===== src/rtl/bpc_pkg.sv =====
// ============================================================================
// Module      : bpc_pkg
// Description : Shared types and defaults for the branch-prediction control
//               block: FSM state encoding, prediction-pipe entry layout and
//               a PC arithmetic helper.
// Revision    : 1.0 - initial release
// ============================================================================
`default_nettype none

package bpc_pkg;

    // Default statistics counter width and sequential fetch step in bytes.
    localparam int unsigned BPC_CNT_W  = 16;
    localparam int unsigned BPC_PC_INC = 4;

    // RUN: normal operation. PEND: a redirect is waiting for the stall to drop.
    typedef enum logic [0:0] {
        RUN  = 1'b0,
        PEND = 1'b1
    } bpc_state_e;

    // One in-flight prediction record carried alongside the instruction.
    typedef struct packed {
        logic        valid;
        logic        pt;
        logic [31:0] target;
    } pred_entry_t;

    localparam pred_entry_t PRED_ENTRY_EMPTY = '{valid: 1'b0, pt: 1'b0, target: 32'h0};

    // Wrapping 32-bit PC advance.
    function automatic logic [31:0] pc_add(input logic [31:0] pc, input int unsigned inc);
        return pc + inc;
    endfunction

endpackage

`default_nettype wire


===== src/rtl/bpc_pred_pipe.sv =====
// ============================================================================
// Module      : bpc_pred_pipe
// Description : Two-stage (ID, EX) shift register for prediction records.
//               Shifts when not stalled; a flush invalidates both stages and
//               takes priority over the shift.
// Revision    : 1.0 - initial release
// ============================================================================
`default_nettype none

import bpc_pkg::*;

module bpc_pred_pipe (
    input  logic        clk,
    input  logic        rst,
    input  logic        stall,
    input  logic        flush,
    input  pred_entry_t if_entry,
    output pred_entry_t ex_entry
);

    pred_entry_t id_q;
    pred_entry_t id_d;
    pred_entry_t ex_q;
    pred_entry_t ex_d;

    // Next-stage contents: flush squashes, otherwise shift unless stalled.
    always_comb begin
        id_d = id_q;
        ex_d = ex_q;
        if (flush) begin
            // The IF record belongs to the wrong path, so nothing is loaded.
            id_d = PRED_ENTRY_EMPTY;
            ex_d = PRED_ENTRY_EMPTY;
        end else if (!stall) begin
            id_d = if_entry;
            ex_d = id_q;
        end
    end

    // Stage registers with asynchronous active-low reset.
    always_ff @(posedge clk or negedge rst) begin
        if (!rst) begin
            id_q <= PRED_ENTRY_EMPTY;
            ex_q <= PRED_ENTRY_EMPTY;
        end else begin
            id_q <= id_d;
            ex_q <= ex_d;
        end
    end

    assign ex_entry = ex_q;

endmodule

`default_nettype wire


===== src/rtl/bpc_ctrl.sv =====
// ============================================================================
// Module      : bpc_ctrl
// Description : Branch-prediction PC controller. Selects the next fetch PC
//               from the BHT lookup, detects EX-stage mispredictions, issues
//               the same-cycle redirect/flush, defers it while stalled, and
//               keeps saturating branch / misprediction counters.
//               Optional feature macro: BPC_STATS_EN (counters present when
//               defined; outputs tied to zero otherwise).
// Revision    : 1.0 - initial release
// ============================================================================
`default_nettype none

import bpc_pkg::*;

module bpc_ctrl #(
    parameter int unsigned CNT_W  = BPC_CNT_W,
    parameter int unsigned PC_INC = BPC_PC_INC
) (
    input  logic             clk,
    input  logic             rst,
    input  logic             stall,
    input  logic [31:0]      IF_PC,
    input  logic             IF_PC_hit,
    input  logic             Pred_Jump,
    input  logic [31:0]      PC_des_out,
    input  logic             EX_Branch,
    input  logic             Branch_Success,
    input  logic [31:0]      EX_PC,
    input  logic [31:0]      EX_target,
    output logic [31:0]      next_pc,
    output logic             flush,
    output logic             mispredict,
    output logic [CNT_W-1:0] branch_cnt,
    output logic [CNT_W-1:0] mispred_cnt
);

    bpc_state_e  state_q;
    bpc_state_e  state_d;
    logic [31:0] rpc_q;
    logic [31:0] rpc_d;

    logic        if_pt;
    pred_entry_t if_entry;
    pred_entry_t ex_entry;
    logic [31:0] seq_pc;
    logic [31:0] rpc;
    logic        ex_mis;

    assign if_pt    = IF_PC_hit & Pred_Jump;
    assign if_entry = '{valid: 1'b1, pt: if_pt, target: PC_des_out};
    assign seq_pc   = pc_add(IF_PC, PC_INC);
    assign rpc      = Branch_Success ? EX_target : pc_add(EX_PC, PC_INC);

    // A squashed EX slot can never mispredict; a not-taken/not-taken match is
    // correct regardless of the recorded target.
    assign ex_mis = EX_Branch & ex_entry.valid &
                    ((ex_entry.pt != Branch_Success) |
                     (Branch_Success & (ex_entry.target != EX_target)));

    bpc_pred_pipe u_pred_pipe (
        .clk      (clk),
        .rst      (rst),
        .stall    (stall),
        .flush    (flush),
        .if_entry (if_entry),
        .ex_entry (ex_entry)
    );

    // Redirect FSM next-state and same-cycle PC / flush / pulse outputs.
    always_comb begin
        state_d    = state_q;
        rpc_d      = rpc_q;
        next_pc    = if_pt ? PC_des_out : seq_pc;
        flush      = 1'b0;
        mispredict = 1'b0;
        case (state_q)
            RUN: begin
                if (ex_mis) begin
                    if (!stall) begin
                        next_pc    = rpc;
                        flush      = 1'b1;
                        mispredict = 1'b1;
                    end else begin
                        // Pipeline frozen: remember where to go and redirect later.
                        rpc_d   = rpc;
                        state_d = PEND;
                    end
                end
            end
            PEND: begin
                // EX inputs are ignored here; the latched target is authoritative.
                next_pc = rpc_q;
                if (!stall) begin
                    flush      = 1'b1;
                    mispredict = 1'b1;
                    state_d    = RUN;
                end
            end
            default: begin
                state_d = RUN;
            end
        endcase
    end

    // FSM state and latched recovery PC.
    always_ff @(posedge clk or negedge rst) begin
        if (!rst) begin
            state_q <= RUN;
            rpc_q   <= 32'h0;
        end else begin
            state_q <= state_d;
            rpc_q   <= rpc_d;
        end
    end

`ifdef BPC_STATS_EN
    localparam logic [CNT_W-1:0] CNT_MAX = '1;

    logic             br_accept;
    logic [CNT_W-1:0] branch_cnt_q;
    logic [CNT_W-1:0] branch_cnt_d;
    logic [CNT_W-1:0] mispred_cnt_q;
    logic [CNT_W-1:0] mispred_cnt_d;

    // A branch is accepted when it leaves EX: normally in RUN, or when a
    // deferred mispredict finally redirects on leaving PEND.
    always_comb begin
        br_accept     = 1'b0;
        branch_cnt_d  = branch_cnt_q;
        mispred_cnt_d = mispred_cnt_q;
        if (!stall) begin
            if (state_q == RUN) begin
                br_accept = EX_Branch & ex_entry.valid;
            end else begin
                br_accept = 1'b1;
            end
        end
        if (br_accept && (branch_cnt_q != CNT_MAX)) begin
            branch_cnt_d = branch_cnt_q + 1'b1;
        end
        if (mispredict && (mispred_cnt_q != CNT_MAX)) begin
            mispred_cnt_d = mispred_cnt_q + 1'b1;
        end
    end

    // Saturating statistics counters.
    always_ff @(posedge clk or negedge rst) begin
        if (!rst) begin
            branch_cnt_q  <= '0;
            mispred_cnt_q <= '0;
        end else begin
            branch_cnt_q  <= branch_cnt_d;
            mispred_cnt_q <= mispred_cnt_d;
        end
    end

    assign branch_cnt  = branch_cnt_q;
    assign mispred_cnt = mispred_cnt_q;
`else
    assign branch_cnt  = '0;
    assign mispred_cnt = '0;
`endif

endmodule

`default_nettype wire


===== config.mk =====
export PLATFORM = sky130hd
export DESIGN_NAME = bpc_ctrl
export DESIGN_NICKNAME = d
export VERILOG_FILES = /design/src/rtl/bpc_pkg.sv /design/src/rtl/bpc_pred_pipe.sv /design/src/rtl/bpc_ctrl.sv
export SDC_FILE = /design/constraint.sdc
export NUM_CORES = 1
export LEC_CHECK = 0
export CORE_MARGIN = 4
export CORE_UTILIZATION = 40
export DETAILED_ROUTE_END_ITERATION = 12
export PLACE_DENSITY = 0.68
export SYNTH_ARGS = -nofsm -noshare
export SYNTH_HDL_FRONTEND = slang
export SYNTH_HIERARCHICAL = 1
export SYNTH_SLANG_ARGS = --single-unit

===== constraint.sdc =====
create_clock -name clk -period 4.5 [get_ports clk]
set_input_delay 0.9 -clock clk [delete_from_list [all_inputs] [get_ports clk]]
set_output_delay 0.9 -clock clk [all_outputs]
set_load 0.1 [all_outputs]

==> results of run 1 <==
-- worst max-delay path, delay by kind of cell --
kind	cells	cell delay, ps
buf+inv	4	1080
compound gates	1	190
simple gates	5	1380
-- per-layer routing --
metal	vias to the layer above	wire, um	global-route usage (%)
li1	3344	-	-
met1	3452	11640	35.56
met2	296	11440	36.13
met3	26	1964	4.326
met4	4	346	5.154
met5	-	32	0
-- what timing repair did --
| item | CTS | global route |
|---|---|---|
| setup endpoints to repair | 34 | 34 |
| buffers inserted | 0 | 8 |
| hold endpoints to repair | 0 | 0 |
| gates resized for setup | 8 | 36 |
| pin swaps | 3 | 17 |
-- final timing paths --
| check | start | to | cells after the start | slack [ps] |
|---|---|---|---|---|
| max in group asynchronous | rst | u_pred_pipe/ex_entry[20] | 2 | 3010 |
| min in group asynchronous | rst | rpc_q[9] | 1 | 640 |
| hold / removal | rpc_q[28] | rpc_q[28] | 1 | 510 |
| setup / recovery | EX_PC[7] | next_pc[20] | 10 | 50 |
| hold reg to reg | rpc_q[28] | rpc_q[28] | 1 | 510 |
| setup reg to reg | u_pred_pipe/ex_entry[13] | u_pred_pipe/ex_entry[10] | 11 | 1410 |
-- power by group --
part	total, uW	internal (uW)	switching (uW)
combinational	1840	754	1090
clock	858	502	356
sequential	1360	1180	183
total	4060	2430	1630
-- metrics by stage --
stage	setup WS [ps]	TNS, ps	utilization [%]
2_1_floorplan	-213.4	-2648	-
3_3_place_gp	-162.9	-3897	55.33
3_5_place_dp	-195.6	-4553	55.33
4_1_cts	1.740	0	57.36
5_1_grt	-14.73	-17.69	58.51
6_report	51.08	0	58.52
-- Yosys cell counts, drive strengths merged (12+ instances only) --
cell type,count,share of area (%)
o211ai,25,2.5
nand4,35,3.0
buf,52,5.7
or4,24,2.4
inv,19,0.97
nand2,78,4.0
dfrtp,101,34
mux2,26,5.0
mux2i,86,12
xnor2,31,3.7
xor2,36,4.3
nand3,35,2.4
nor4,12,1.1
o21ai,35,2.4
clkbuf,34,1.7
nor2,100,5.1
-- flip-flops by register name, summed over array words and instances, names as in the netlist --
signal                count
rpc_q                    32
state_q                   1
u_pred_pipe/ex_entry     34
u_pred_pipe/id_q         34
-- cells in the final DEF (no fill, tap or decap), types with 13 or more instances in the layout --
cell type / netlist / layout
clkdlybuf4s50_1: 0 / 118
dfrtp_1: 101 / 100
or4_1: 24 / 17
xnor2_1: 31 / 23
dlymetal6s2s_1: 0 / 13
mux2_4: 21 / 21
nand2_1: 78 / 77
conb_1: 2 / 33
nand4_1: 35 / 35
buf_12: 2 / 30
nor2_1: 100 / 98
clkbuf_16: 0 / 14
buf_4: 38 / 81
mux2i_1: 86 / 85
nand3_1: 35 / 34
o211ai_1: 25 / 25
inv_1: 18 / 18
o21ai_0: 34 / 33
xor2_1: 36 / 36
-- logic make-up (layout without fill, tap and decap cells) --
| group | after synthesis | count (layout) |
|---|---|---|
| AO/OA/AOI/OAI | 118 | 118 |
| AND/OR/NAND/NOR | 321 | 321 |
| other | 2 | 34 |
| buffers and inverters | 106 | 284 |
| multiplexers | 112 | 112 |
| XOR/XNOR | 67 | 67 |
| flip-flops | 101 | 101 |
| adder cells (fa/ha/maj) | 2 | 2 |
-- area by class of cell --
| cell class | count | area (um^2) |
|---|---|---|
| Timing Repair Buffer | 249 | 2698 |
| Clock buffer | 10 | 239.0 |
| Fill cell | 1570 | 7476 |
| Sequential cell | 101 | 2529 |
| Antenna cell | 1 | 2.502 |
| Clock inverter | 5 | 83.83 |
| Inverter | 20 | 75.07 |
| Multi-Input combinational cell | 653 | 4636 |
| Tap cell | 229 | 286.5 |
==> metrics.md, run 1 <==
| Metric | Value |
|---|---|
| Status | complete, no violations |
| Peak VDD IR | around 0.25 mV |
| Die Height | between 100 and 150 um |
| DR WL/cell | 20.05 um |
| Routability Congestion | slightly below 0.9 |
| DP Area | 0.009973 mm^2 |
| CTS tree | done |
| Fraction of layout cells with a size suffix above 1 | 19.85% |
| Maximum root-to-sink buffer count | 2 |
| # setup viols final | 0 |
| Ys flop type | dfrtp_1 |
| Area grow syn2layout | 43.09% |
| Mapped Area | approximately 0.0074 mm^2 |
| RSZ-0062 raised after global routing | yes |
| Hold Crit Class | reg2reg |
| Post-synthesis compound-gate area fraction | between 10% and 20% |
| Vias | between 7000 and 8000 |
| Relative slew slack | 37.75% |
| DRT antenna net count | 0 |
| Max Clock Freq | 224.8 MHz |
| Port buffer count | around 170 |
| Synth Area in Adders | less than 1% |
| Hold buffers post-CTS | 0 |
| Num CTS Buffers | 9 |
| Final period util | a little over nine tenths |
| HPWL Detailed | about 19 mm |
| Clock skew | around 13 ps |
| Syn avg cell area | roughly 8.9 um^2 |
| XOR/XNOR Fraction of Synth Area | just under 8% |
| Worst-path fanout max | 9 |
| Worst hold slack | 513.1 ps |
| Starting density of the core | ~41% |
| Main combinational cell family by area after synthesis | simple AND/OR/NAND/NOR gates |
| P_leak | between 0.004 and 0.005 uW |
| Slowest cell on the critical path | or4_4 |
| Initial antenna violation count | 2 |
| Multiplexer share of the synthesized area | approximately 17% |
| DRC viols | 0 |
| Total placed cells including tap cells | 1244 |
| Non-filler cells, final | ~1300 |
| DR pass1 iterations | 5 |
| Vias in the first global route | ~6600 |
| Critical path required time | roughly 3600 ps |
| Ys Warns | 6 |
| Final Hold Fails | 0 |
| Total track usage | 23.84% |
| Yosys reg bits | a little over 100 |
| Ys async rst share | 100.0% |
| Starting DRT DRC Count | 545 |
| Clk pin slew, worst setup/hold paths | approximately 70 ps |
| Rows | 49 |
| Post-Synth Simple-Gate Area | between 20% and 30% |
| Core area | ~0.018 mm^2 |
| Setup crit end kind | output pin |
| Max stage delay on crit path | 560 ps |
| Total congestion overflow | 0 |
| Most frequent CP cell | or4_4 |
| Slew Limit Fails | 0 |
| Syn Inst Count | 829 |
| Synth unique cells | 54 |
| Worst path cell trace | clkdlybuf4s50_1, nand2_1, or4_4, buf_6, buf_4, or4_4, nand3_2, nand4_1, o211ai_1, clkbuf_16 |
| Die width | 143.8 um |
| Root Driver | clkbuf_16 |
| First-pass GRT wire length | about 38 mm |
| Post-route minimum period | 4449 ps |
| Via density | roughly 5.6 |
| Clk_lat worst skew | roughly 350 ps |
| Finished Cell Area | 0.01055 mm^2 |
| Sinks on the clock net | 101 |
| Sequential share of the synthesized area | 34.28% |
| H-tree depth | 3 |
| Drt total wl | between 20 and 30 mm |
| Worst setup SP type | input pin |
| EDFF count, synth | 0 |
| Crit Path Class | in2out |
| Max-cap violations | 0 |
| Ports | between 200 and 250 |
| Fin nets | approximately 1200 |
| Die ar. | 0.02067 mm^2 |
| Pwr dens | 384.9 mW/mm^2 |
| Final Total Pwr | slightly above 4000 uW |
| Worst EP arrival | 3550 ps |
| Tightest Pin Transition | 933.8 ps |
| Largest net degree at the start of global routing | 69 |
(Power assumes the default switching activity.)
==> run 2: changes to the inputs <==
CORE_MARGIN = 1.5   (was 4)
clock period = 5.31 ns   (was 4.5 ns; I/O delays follow)
==> metrics.md, run 2 (same netlist as run 1, synthesis figures left out) <==
| Metric | Value |
|---|---|
| Status | complete, no violations |
| Sinks on the clock net | approximately 100 |
| Slew Limit Fails | 0 |
| Net Sw Frac | between 40 and 50% |
| DR pass1 iterations | 5 |
| Total placed cells including tap cells | between 1000 and 1500 |
| Worst slack, placed | about 180 ps |
| Post-route minimum period | 5090 ps |
| Final Hold Fails | 0 |
| Clock skew | 6.100 ps |
| First-pass GRT wire length | ~38 mm |
| Clk_lat worst skew | roughly 360 ps |
| Clk pin slew, worst setup/hold paths | ~70 ps |
| Logic pwr share | around 45% |
| Die ar. | just under 0.02 mm^2 |
| Setup tns final | 0 ps |
| Vias | 6918 |
| Rows | about 50 |
| Area grow syn2layout | 32.15% |
| Initial antenna violation count | 3 |
| Vias in the first global route | 6314 |
| Routability Congestion | roughly 0.87 |
| Root Driver | clkbuf_16 |
| Worst Setup Slack, final | approximately 220 ps |
| Utilization after layout | 54.05% |
| Worst-path fanout max | 6 |
| Switching Power | roughly 1400 uW |
| Part of the power in registers | 34.8% |
| Clock power frac | approximately a fifth |
| Hold Crit Class | reg2reg |
| Final Total Pwr | roughly 3300 uW |
| Total congestion overflow | 0 |
| Die Height | around 140 um |
| Total track usage | between 20% and 30% |
| Multi-input logic area | about 0.0044 mm^2 |
| Ports | between 200 and 250 |
| Starting DRT DRC Count | 670 |
| Starting density of the core | a little over 40% |
| Pwr dens | ~340 mW/mm^2 |
| Max-cap violations | 0 |
| Fraction of layout cells with a size suffix above 1 | approximately 11% |
| Fin nets | around 1100 |
| Critical path required time | between 4000 and 5000 ps |
| Num CTS Buffers | 9 |
| Die width | approximately 140 um |
| RSZ-0062 raised after global routing | no |
| P_leak | roughly 0.004 uW |
| Drt total wl | 24.60 mm |
| Max Clock Freq | 196.5 MHz |
| # setup viols final | 0 |
| Via density | roughly 5.7 |
| Register area | roughly 0.0025 mm^2 |
| Setup crit end kind | output pin |
| Maximum root-to-sink buffer count | 2 |
| Peak VDD IR | 0.2674 mV |
| Worst EP arrival | between 4000 and 5000 ps |
| Post-CTS Setup Repair Bufs | 0 |
| Core area | approximately 0.018 mm^2 |
| Tightest Pin Transition | about 1000 ps |
| DRC viols | 0 |
| CTS tree | done |
| DR WL/cell | just over 20 um |
| Internal power | a little under 2000 uW |
| Non-filler cells, final | about 1200 |
| Final period util | 95.86% |
| HPWL Detailed | around 18 mm |
| Crit Path Class | in2out |
| Most frequent cells in the layout | 132 x clkdlybuf4s50_1, 100 x dfrtp_1, 99 x nor2_1, 86 x mux2i_1, 77 x nand2_1 |
| # fillers | 1630 |
| Worst setup SP type | input pin |
| H-tree depth | 3 |
| Relative slew slack | 30.59% |
| Most common cell after layout, fill and taps aside | clkdlybuf4s50_1 |
| Largest net degree at the start of global routing | between 70 and 80 |
| DRT antenna net count | 0 |
| Port buffer count | about 170 |
## run 2: worst paths after layout
check	slack (ps)	to	cells past startpoint	startpoint
worst min register to register	510	rpc_q[23]	1	rpc_q[23]
worst min-delay path	510	rpc_q[23]	1	rpc_q[23]
max in group asynchronous	3480	u_pred_pipe/ex_entry[17]	2	rst
worst max register to register	2170	u_pred_pipe/ex_entry[5]	9	u_pred_pipe/ex_entry[2]
min in group asynchronous	880	u_pred_pipe/ex_entry[8]	1	rst
worst max-delay path	220	next_pc[22]	9	IF_PC[2]
## run 2: metrics by stage
step | hold slack, ps | instance area [um^2]
3_5_place_dp | 490.1 | 9443
6_report | 510.9 | 9742
3_3_place_gp | 483.2 | 9443
4_1_cts | 511.0 | 9731
5_1_grt | 527.0 | 9742
2_1_floorplan | 474.0 | 7528
## run 2: layout make-up
type                       count  area share, %
antenna                        3        0.07706
tap                          229          2.941
timing repair buffer         184          22.19
inverter                      20         0.7706
clock inverter                 5         0.3596
clock buffer                  11          2.594
sequential                   101          25.96
multi-input combinational    653          45.11
## run 2: critical path, stage by stage
cell,delay [ps]
clkdlybuf4s50_1,560
ha_1,250
nand4_1,160
or4_1,690
or3_1,390
a311oi_1,280
o21ai_0,190
o211ai_1,210
buf_12,220
## run 2: metal layers
layer / global-route usage (%) / share of wire (%) / wire length [um] / vias to the layer above
li1: - / - / - / 3206
met1: 37.45 / 45 / 11180 / 3333
met2: 37.71 / 45 / 10970 / 352
met3: 4.765 / 7.9 / 1934 / 27
met4: 7.182 / 2.1 / 524 / 0
met5: 0 / 0 / 0 / -
## run 2: what timing repair did
item,CTS,global route
setup endpoints to repair,0,2
gates resized for setup,0,1
hold buffers,0,0
## run 2: power groups by stage
stage / clock [uW] / sequential (uW) / combinational (uW)
3_3_place_gp: 0 / 1140 / 1470
5_1_grt: 699 / 1170 / 1560
3_5_place_dp: 0 / 1150 / 1480
2_1_floorplan: 0 / 1110 / 1030
4_1_cts: 665 / 1140 / 1490
6_report: 658 / 1140 / 1490
